[src/rtl/multicycle_controller.sv]
// Control FSM for the multicycle RISC-V datapath: sequences lw/sw/R-type/I-type/beq/jal
// and decodes the ALU control, immediate format and PC write enable.
module multicycle_controller (
    input  logic       clk,
    input  logic       reset,
    input  logic [6:0] op,
    input  logic [2:0] funct3,
    input  logic       funct7b5,
    input  logic       Zero,
    output logic [1:0] ImmSrc,
    output logic [1:0] ALUSrcA,
    output logic [1:0] ALUSrcB,
    output logic [1:0] ResultSrc,
    output logic       AdrSrc,
    output logic [2:0] ALUControl,
    output logic       IRWrite,
    output logic       PCWrite,
    output logic       RegWrite,
    output logic       MemWrite
);

    localparam logic [6:0] OP_LW    = 7'b0000011;
    localparam logic [6:0] OP_SW    = 7'b0100011;
    localparam logic [6:0] OP_RTYPE = 7'b0110011;
    localparam logic [6:0] OP_ITYPE = 7'b0010011;
    localparam logic [6:0] OP_BEQ   = 7'b1100011;
    localparam logic [6:0] OP_JAL   = 7'b1101111;

    typedef enum logic [3:0] {
        S_FETCH    = 4'd0,
        S_DECODE   = 4'd1,
        S_MEMADR   = 4'd2,
        S_MEMREAD  = 4'd3,
        S_MEMWB    = 4'd4,
        S_MEMWRITE = 4'd5,
        S_EXECUTER = 4'd6,
        S_EXECUTEI = 4'd7,
        S_JAL      = 4'd8,
        S_ALUWB    = 4'd9,
        S_BEQ      = 4'd10
    } state_t;

    state_t     state;
    logic [1:0] alu_op;
    logic       pc_update;
    logic       branch;

    // Unused state encodings fall through to the default and recover to FETCH.
    always_ff @(posedge clk) begin
        if (reset) begin
            state <= S_FETCH;
        end else begin
            case (state)
                S_FETCH:  state <= S_DECODE;
                S_DECODE: begin
                    case (op)
                        OP_LW, OP_SW: state <= S_MEMADR;
                        OP_RTYPE:     state <= S_EXECUTER;
                        OP_ITYPE:     state <= S_EXECUTEI;
                        OP_BEQ:       state <= S_BEQ;
                        OP_JAL:       state <= S_JAL;
                        default:      state <= S_FETCH;
                    endcase
                end
                S_MEMADR:   state <= (op == OP_LW) ? S_MEMREAD : S_MEMWRITE;
                S_MEMREAD:  state <= S_MEMWB;
                S_MEMWB:    state <= S_FETCH;
                S_MEMWRITE: state <= S_FETCH;
                S_EXECUTER: state <= S_ALUWB;
                S_EXECUTEI: state <= S_ALUWB;
                S_JAL:      state <= S_ALUWB;
                S_ALUWB:    state <= S_FETCH;
                S_BEQ:      state <= S_FETCH;
                default:    state <= S_FETCH;
            endcase
        end
    end

    always_comb begin
        IRWrite   = 1'b0;
        pc_update = 1'b0;
        branch    = 1'b0;
        RegWrite  = 1'b0;
        MemWrite  = 1'b0;
        AdrSrc    = 1'b0;
        ALUSrcA   = 2'b00;
        ALUSrcB   = 2'b00;
        ResultSrc = 2'b00;
        alu_op    = 2'b00;
        case (state)
            S_FETCH: begin
                IRWrite   = 1'b1;
                pc_update = 1'b1;
                ALUSrcB   = 2'b10;
                ResultSrc = 2'b10;
            end
            S_DECODE: begin
                ALUSrcA = 2'b01;
                ALUSrcB = 2'b01;
            end
            S_MEMADR: begin
                ALUSrcA = 2'b10;
                ALUSrcB = 2'b01;
            end
            S_MEMREAD: AdrSrc = 1'b1;
            S_MEMWB: begin
                ResultSrc = 2'b01;
                RegWrite  = 1'b1;
            end
            S_MEMWRITE: begin
                AdrSrc   = 1'b1;
                MemWrite = 1'b1;
            end
            S_EXECUTER: begin
                ALUSrcA = 2'b10;
                alu_op  = 2'b10;
            end
            S_EXECUTEI: begin
                ALUSrcA = 2'b10;
                ALUSrcB = 2'b01;
                alu_op  = 2'b10;
            end
            S_JAL: begin
                ALUSrcA   = 2'b01;
                ALUSrcB   = 2'b10;
                pc_update = 1'b1;
            end
            S_ALUWB: RegWrite = 1'b1;
            S_BEQ: begin
                ALUSrcA = 2'b10;
                alu_op  = 2'b01;
                branch  = 1'b1;
            end
            default: ;
        endcase
    end

    // Subtract only for R-type with funct7b5 set; addi with that bit set remains an add.
    always_comb begin
        ALUControl = 3'b000;
        case (alu_op)
            2'b01: ALUControl = 3'b001;
            2'b10: begin
                case (funct3)
                    3'b000:  ALUControl = (op[5] & funct7b5) ? 3'b001 : 3'b000;
                    3'b010:  ALUControl = 3'b101;
                    3'b110:  ALUControl = 3'b011;
                    3'b111:  ALUControl = 3'b010;
                    default: ALUControl = 3'b000;
                endcase
            end
            default: ALUControl = 3'b000;
        endcase
    end

    always_comb begin
        case (op)
            OP_SW:   ImmSrc = 2'b01;
            OP_BEQ:  ImmSrc = 2'b10;
            OP_JAL:  ImmSrc = 2'b11;
            default: ImmSrc = 2'b00;
        endcase
    end

    assign PCWrite = pc_update | (branch & Zero);

endmodule

[config.mk]
export PLATFORM = sky130hd
export DESIGN_NAME = multicycle_controller
export DESIGN_NICKNAME = d
export VERILOG_FILES = /design/src/rtl/multicycle_controller.sv
export SDC_FILE = /design/constraint.sdc
export NUM_CORES = 1
export LEC_CHECK = 0
export ABC_AREA = 1
export CAP_MARGIN = 20
export CORE_MARGIN = 2
export CORE_UTILIZATION = 35
export CTS_CLUSTER_DIAMETER = 60
export DETAILED_ROUTE_END_ITERATION = 16
export PLACE_DENSITY = 0.75
export SLEW_MARGIN = 30
export SYNTH_ARGS = -nofsm -noshare
export SYNTH_HDL_FRONTEND = slang
export SYNTH_SLANG_ARGS = --single-unit
[constraint.sdc]
create_clock -name clk -period 2.6 [get_ports clk]
set_input_delay 0.39 -clock clk [delete_from_list [all_inputs] [get_ports clk]]
set_output_delay 0.39 -clock clk [all_outputs]
set_load 0.02 [all_outputs]
Yosys cells after proc, flatten, opt, wreduce, memory -nomap -nowiden
Index checks and enable logic that the tools add are counted.
W data, S select, Z words.
{"block": "op_classes", "n_reduce_logical": 11, "bitwise": 3, "mux": 17, "n_eq_ne": 21}
{"operator": "$pmux W4 S5", "n": 2}
{"operator": "$eq A4 B3 Y1 const B", "n": 4}
{"operator": "$pmux W2 S2", "n": 4}
{"operator": "$eq A7 B6 Y1 const B", "n": 2}
{"operator": "$eq A7 B7 Y1 const B", "n": 2}
{"operator": "$eq A4 B4 Y1 const B", "n": 3}
{"operator": "$pmux W3 S4", "n": 1}
{"operator": "$reduce_or A2 Y1", "n": 6}
{"operator": "$eq A4 B2 Y1 const B", "n": 2}
{"operator": "$eq A7 B2 Y1 const B", "n": 1}
{"operator": "$eq A7 B5 Y1 const B", "n": 1}
{"operator": "$mux W1", "n": 7}
{"operator": "$eq A3 B3 Y1 const B", "n": 2}
{"operator": "$pmux W2 S3", "n": 1}
{"operator": "$pmux W3 S2", "n": 1}
{"operator": "$reduce_or A3 Y1", "n": 2}
{"operator": "$eq A4 B1 Y1 const B", "n": 1}
{"operator": "$logic_not A4 Y1", "n": 1}
{"operator": "$reduce_or A4 Y1", "n": 1}
{"operator": "$eq A3 B2 Y1 const B", "n": 1}
{"operator": "$logic_not A3 Y1", "n": 1}
{"operator": "$mux W3", "n": 1}
{"operator": "$and A1 B1 Y1", "n": 2}
{"operator": "$eq A2 B1 Y1 const B", "n": 1}
{"operator": "2 further kinds", "n": 2}
{"block": "word_totals", "word_cells": 53, "ff_bits": 4, "input_bits": 14, "out_inout_bits": 16}

Longest topological paths before layout
{"block": "logic_depth", "word_depth": 5, "ltp_mapped": 10, "ltp_nobuf": 10}

Worst setup path after synthesis
Ideal clock, no wire load.
{"block": "synth_path", "kind": "reg-to-output", "from": "register state[1]", "to": "output port ALUControl[2]", "path_stages_with_launch": 10, "arrival_time_ns": 1.750, "slack_ns": 0.460, "path_cell_list": "dfxtp_1 > inv_2 > nor2_1 > inv_1 > nor2_1 > inv_1 > ha_1 > nor2_1 > nand2_1 > nor3_1"}
{"block": "synth_via", "elab_chain_len": 5, "word_cells_on_any_way": 8}
{"item": "start: declaration", "line": "43", "text": "state_t state;"}
{"item": "start signal: assignment", "line": "65", "text": "S_MEMADR: state <= (op == OP_LW) ? S_MEMREAD : S_MEMWRITE;"}
{"item": "$eq A4 B3 Y1", "line": "90", "text": "case (state)"}
{"item": "$reduce_or A2 Y1 (no line)"}
{"item": "$pmux W2 S2 *", "line": "90"}
{"item": "$eq A2 B2 Y1 or $eq A2 B1 Y1 (tied branches)", "line": "141", "text": "case (alu_op)"}
{"item": "$pmux W3 S2 *", "line": "141"}
{"item": "end: declaration", "line": "15", "text": "output logic [2:0] ALUControl,"}
Mark *: on every way between the ends. The rest lies on a longest branch, timed or not.

Worst setup path after layout
{"block": "layout_path", "from": "register state[0]", "to": "output port ALUControl[2]"}
The elaborated chain is that of the path after synthesis.

==> metrics.txt <==
outcome finished, final reports clean; Post-CTS Setup Bufs 0; critical path class reg2out; initial antenna violation count 0; vias per inst 4.66; syn nets 105; top flop regs state x4; final setup fails 0; top cell type's share of synthesized area 0.153; Post-Synth Adder-Cell Area 0.0477; clk_lat worst skew 0.23 ns; I/O pin count 30; GRT overflow 0; post-synthesis mux area share 0; die height 42.7 um; layout cell share with drive strength beyond 1 0.164; Ant. Diodes 0; cell-internal power 0.000157 W; largest net degree at the start of global routing 7; Reg2Reg Depth 7; r2r setup slk 1.51 ns; crit share post-route 0.921; synth unique cells 25; register area share after synthesis 0.153; Worst R2R Start state[2]; CTS tree yes; CP arrival 2.01 ns; min Tclk post-route 2.40 ns; total routed wirelength 1.35 mm; number of port buffers 29; Fmax 417 MHz; Multi-input gate area 367 um2; mapped cell area 524 um2; Hold Path End state[1]; number of buffers created by CTS 3; site row count 13; flops & latches, synth 4; leak pwr 0.366 nW; Synth Area in Simple Gates 0.537; largest register by flop count state; slew of the pin with the lowest slew margin 0.269 ns; die span in x 42.7 um; clock transition at the registers of the reported paths 0.04 ns; Slew Viols, Final 0; fill count 139; Gate power share 0.368; TritonCTS sink count 4; # DRC 0; Clock power frac 0.338; aggregate global-route resource usage 0.163; Flop pwr share 0.294; HP Start state[3]; maximum vdd drop 0.198 mV; first-pass GRT wire length 2.35 mm; Crit. End Element primary output; Power Density 258 nW/um2; initial DRC count 7; HPWL Detailed 1.18 mm; hold slack 0.646 ns; post-synth top area cell dfxtp_1; total number of vias 639; number of stages on the worst hold path 3; YS warnings 0; routability cong. 0.799; required time worst endpoint 2.21 ns; area share of xor/xnor cells in the synthesized design 0; total negative setup slack 0 ns; Starting Density 0.388; startpoint types register; Hold Crit Class reg2reg; Routed WL per cell 9.84 um; P&R area growth vs syn 63.5%; H-tree levels 1; CTS root buf clkbuf_4; CTS Buffer Depth 2; number of max-cap violations 0; worst-path maximum fanout 3; Post-Synthesis Cells 89; reg2reg end state[0]; Avg Inst Size Synth 5.89 um2; main combinational cell family by area after synthesis simple AND/OR/NAND/NOR gates; area post-placement 841 um2; sequential standard cell area 80.1 um2; Synth Area in Compound Gates 0.115; Final Cell Area 857 um2; largest cells by area after synthesis dfxtp_1, nand2_1, nor2_1; total power 0.000221 W; DIE AREA 1820 um2; number of global-route vias before repair 603; Rel. slew slack 0.821; nets 140; Routed Antenna Nets 0; max FFs per register 4; Net Sw Frac 0.290; core outline area 1350 um2; Final Skew 0.00508 ns; Cells after DPL 134; non-filler cells, final 137; Hold Violations, Final 0; Sw Pwr 0.0000641 W; first-pass iteration count of the detailed router 4; RSZ-0062 raised after global routing no
## cell usage after synthesis
cell       n
nor2_2     3
nor2_4     2
inv_4      1
inv_2      2
o221ai_1   1
o22ai_1    1
o211ai_1   1
ha_1       2
nor2_1    16
o21ai_0    3
nand2_1   17
or2_1      2
nand4_1    2
dfxtp_1    4
nand2_4    1
nor2_8     1
nand3_1    4
a21oi_1    3
inv_1     15
and2_2     1
nor3_1     2
o31ai_1    1
nor3_2     1
nand2_2    2
buf_4      1
## critical path: stages (launching register included)
cell and delay [ns]:
dfxtp_1 0.34, nor2_1 0.15, inv_1 0.09, nor2_1 0.12, inv_1 0.06, ha_1 0.31
nor2_1 0.15, nand2_1 0.10, nor3_1 0.14, clkdlybuf4s15_1 0.32
## metal layers
metal	GRT usage	wire length (um)	vias to the layer above
met3	0.0170	68	0
met1	0.203	604	274
li1	-	-	346
met5	0	0	-
met2	0.279	675	19
met4	0.0750	0	0
## cell usage in the layout (no fill, tap or decap), drive strengths merged
cell and instances:
clkdlybuf4s50 26, nor2 22, nand2 20, inv 18
nand3 4, dfxtp 4, clkbuf 4, o21ai 3
a21oi 3, nor3 3, or2 2, nand4 2
ha 2, buf 2, o221ai 1, o31ai 1
and2 1, o22ai 1, o211ai 1, dlygate4sd2 1
clkdlybuf4s15 1
## cell type report
class                   instances  share of cell area
inverters                      18              0.0818
multi-input cells              66               0.428
clock buffers                   3              0.0263
flip-flops and latches          4              0.0934
well taps                      15              0.0219
repair buffers                 31               0.349
## repair_timing
item | CTS | global route
gates cloned | 0 | 0
resized for setup | 3 | 4
endpoints found under the setup margin | 3 | 2
hold buffers | 0 | 0
hold endpoints to repair | 0 | 0
## how the worst max path moves through the flow
stage / start / end / slack [ns]
4_1_cts: state[0] / ALUControl[0] / 0.16
2_1_floorplan: state[1] / ALUControl[2] / 0.46
3_5_place_dp: state[0] / ALUControl[0] / 0.13
3_3_place_gp: state[0] / ALUControl[0] / 0.17
5_1_grt: state[0] / ALUControl[1] / 0.007
6_report: state[0] / ALUControl[2] / 0.20
## power by group through the flow
stage	Clock (W)	Sequential [W]	Combinational [W]
after floorplan	0	0.0000659	0.0000403
after detailed placement	0	0.0000661	0.0000814
after global placement	0	0.0000660	0.0000805
after CTS	0.0000785	0.0000651	0.0000817
after global routing	0.0000799	0.0000652	0.0000891
final	0.0000747	0.0000651	0.0000813
## cells by family (layout without fill, tap and decap cells)
group,Yosys count,after routing
compound gates,10,10
fa+ha+maj,2,2
buf+inv,19,52
flops,4,4
simple gates,54,54
## through the flow
step / util / setup slack [ns]
after floorplan: - / 0.460
after global placement: 0.623 / 0.168
after detailed placement: 0.623 / 0.130
after CTS: 0.637 / 0.160
after global routing: 0.635 / 0.00702
final: 0.635 / 0.204
No activity file was read; power rests on OpenSTA's default activity.
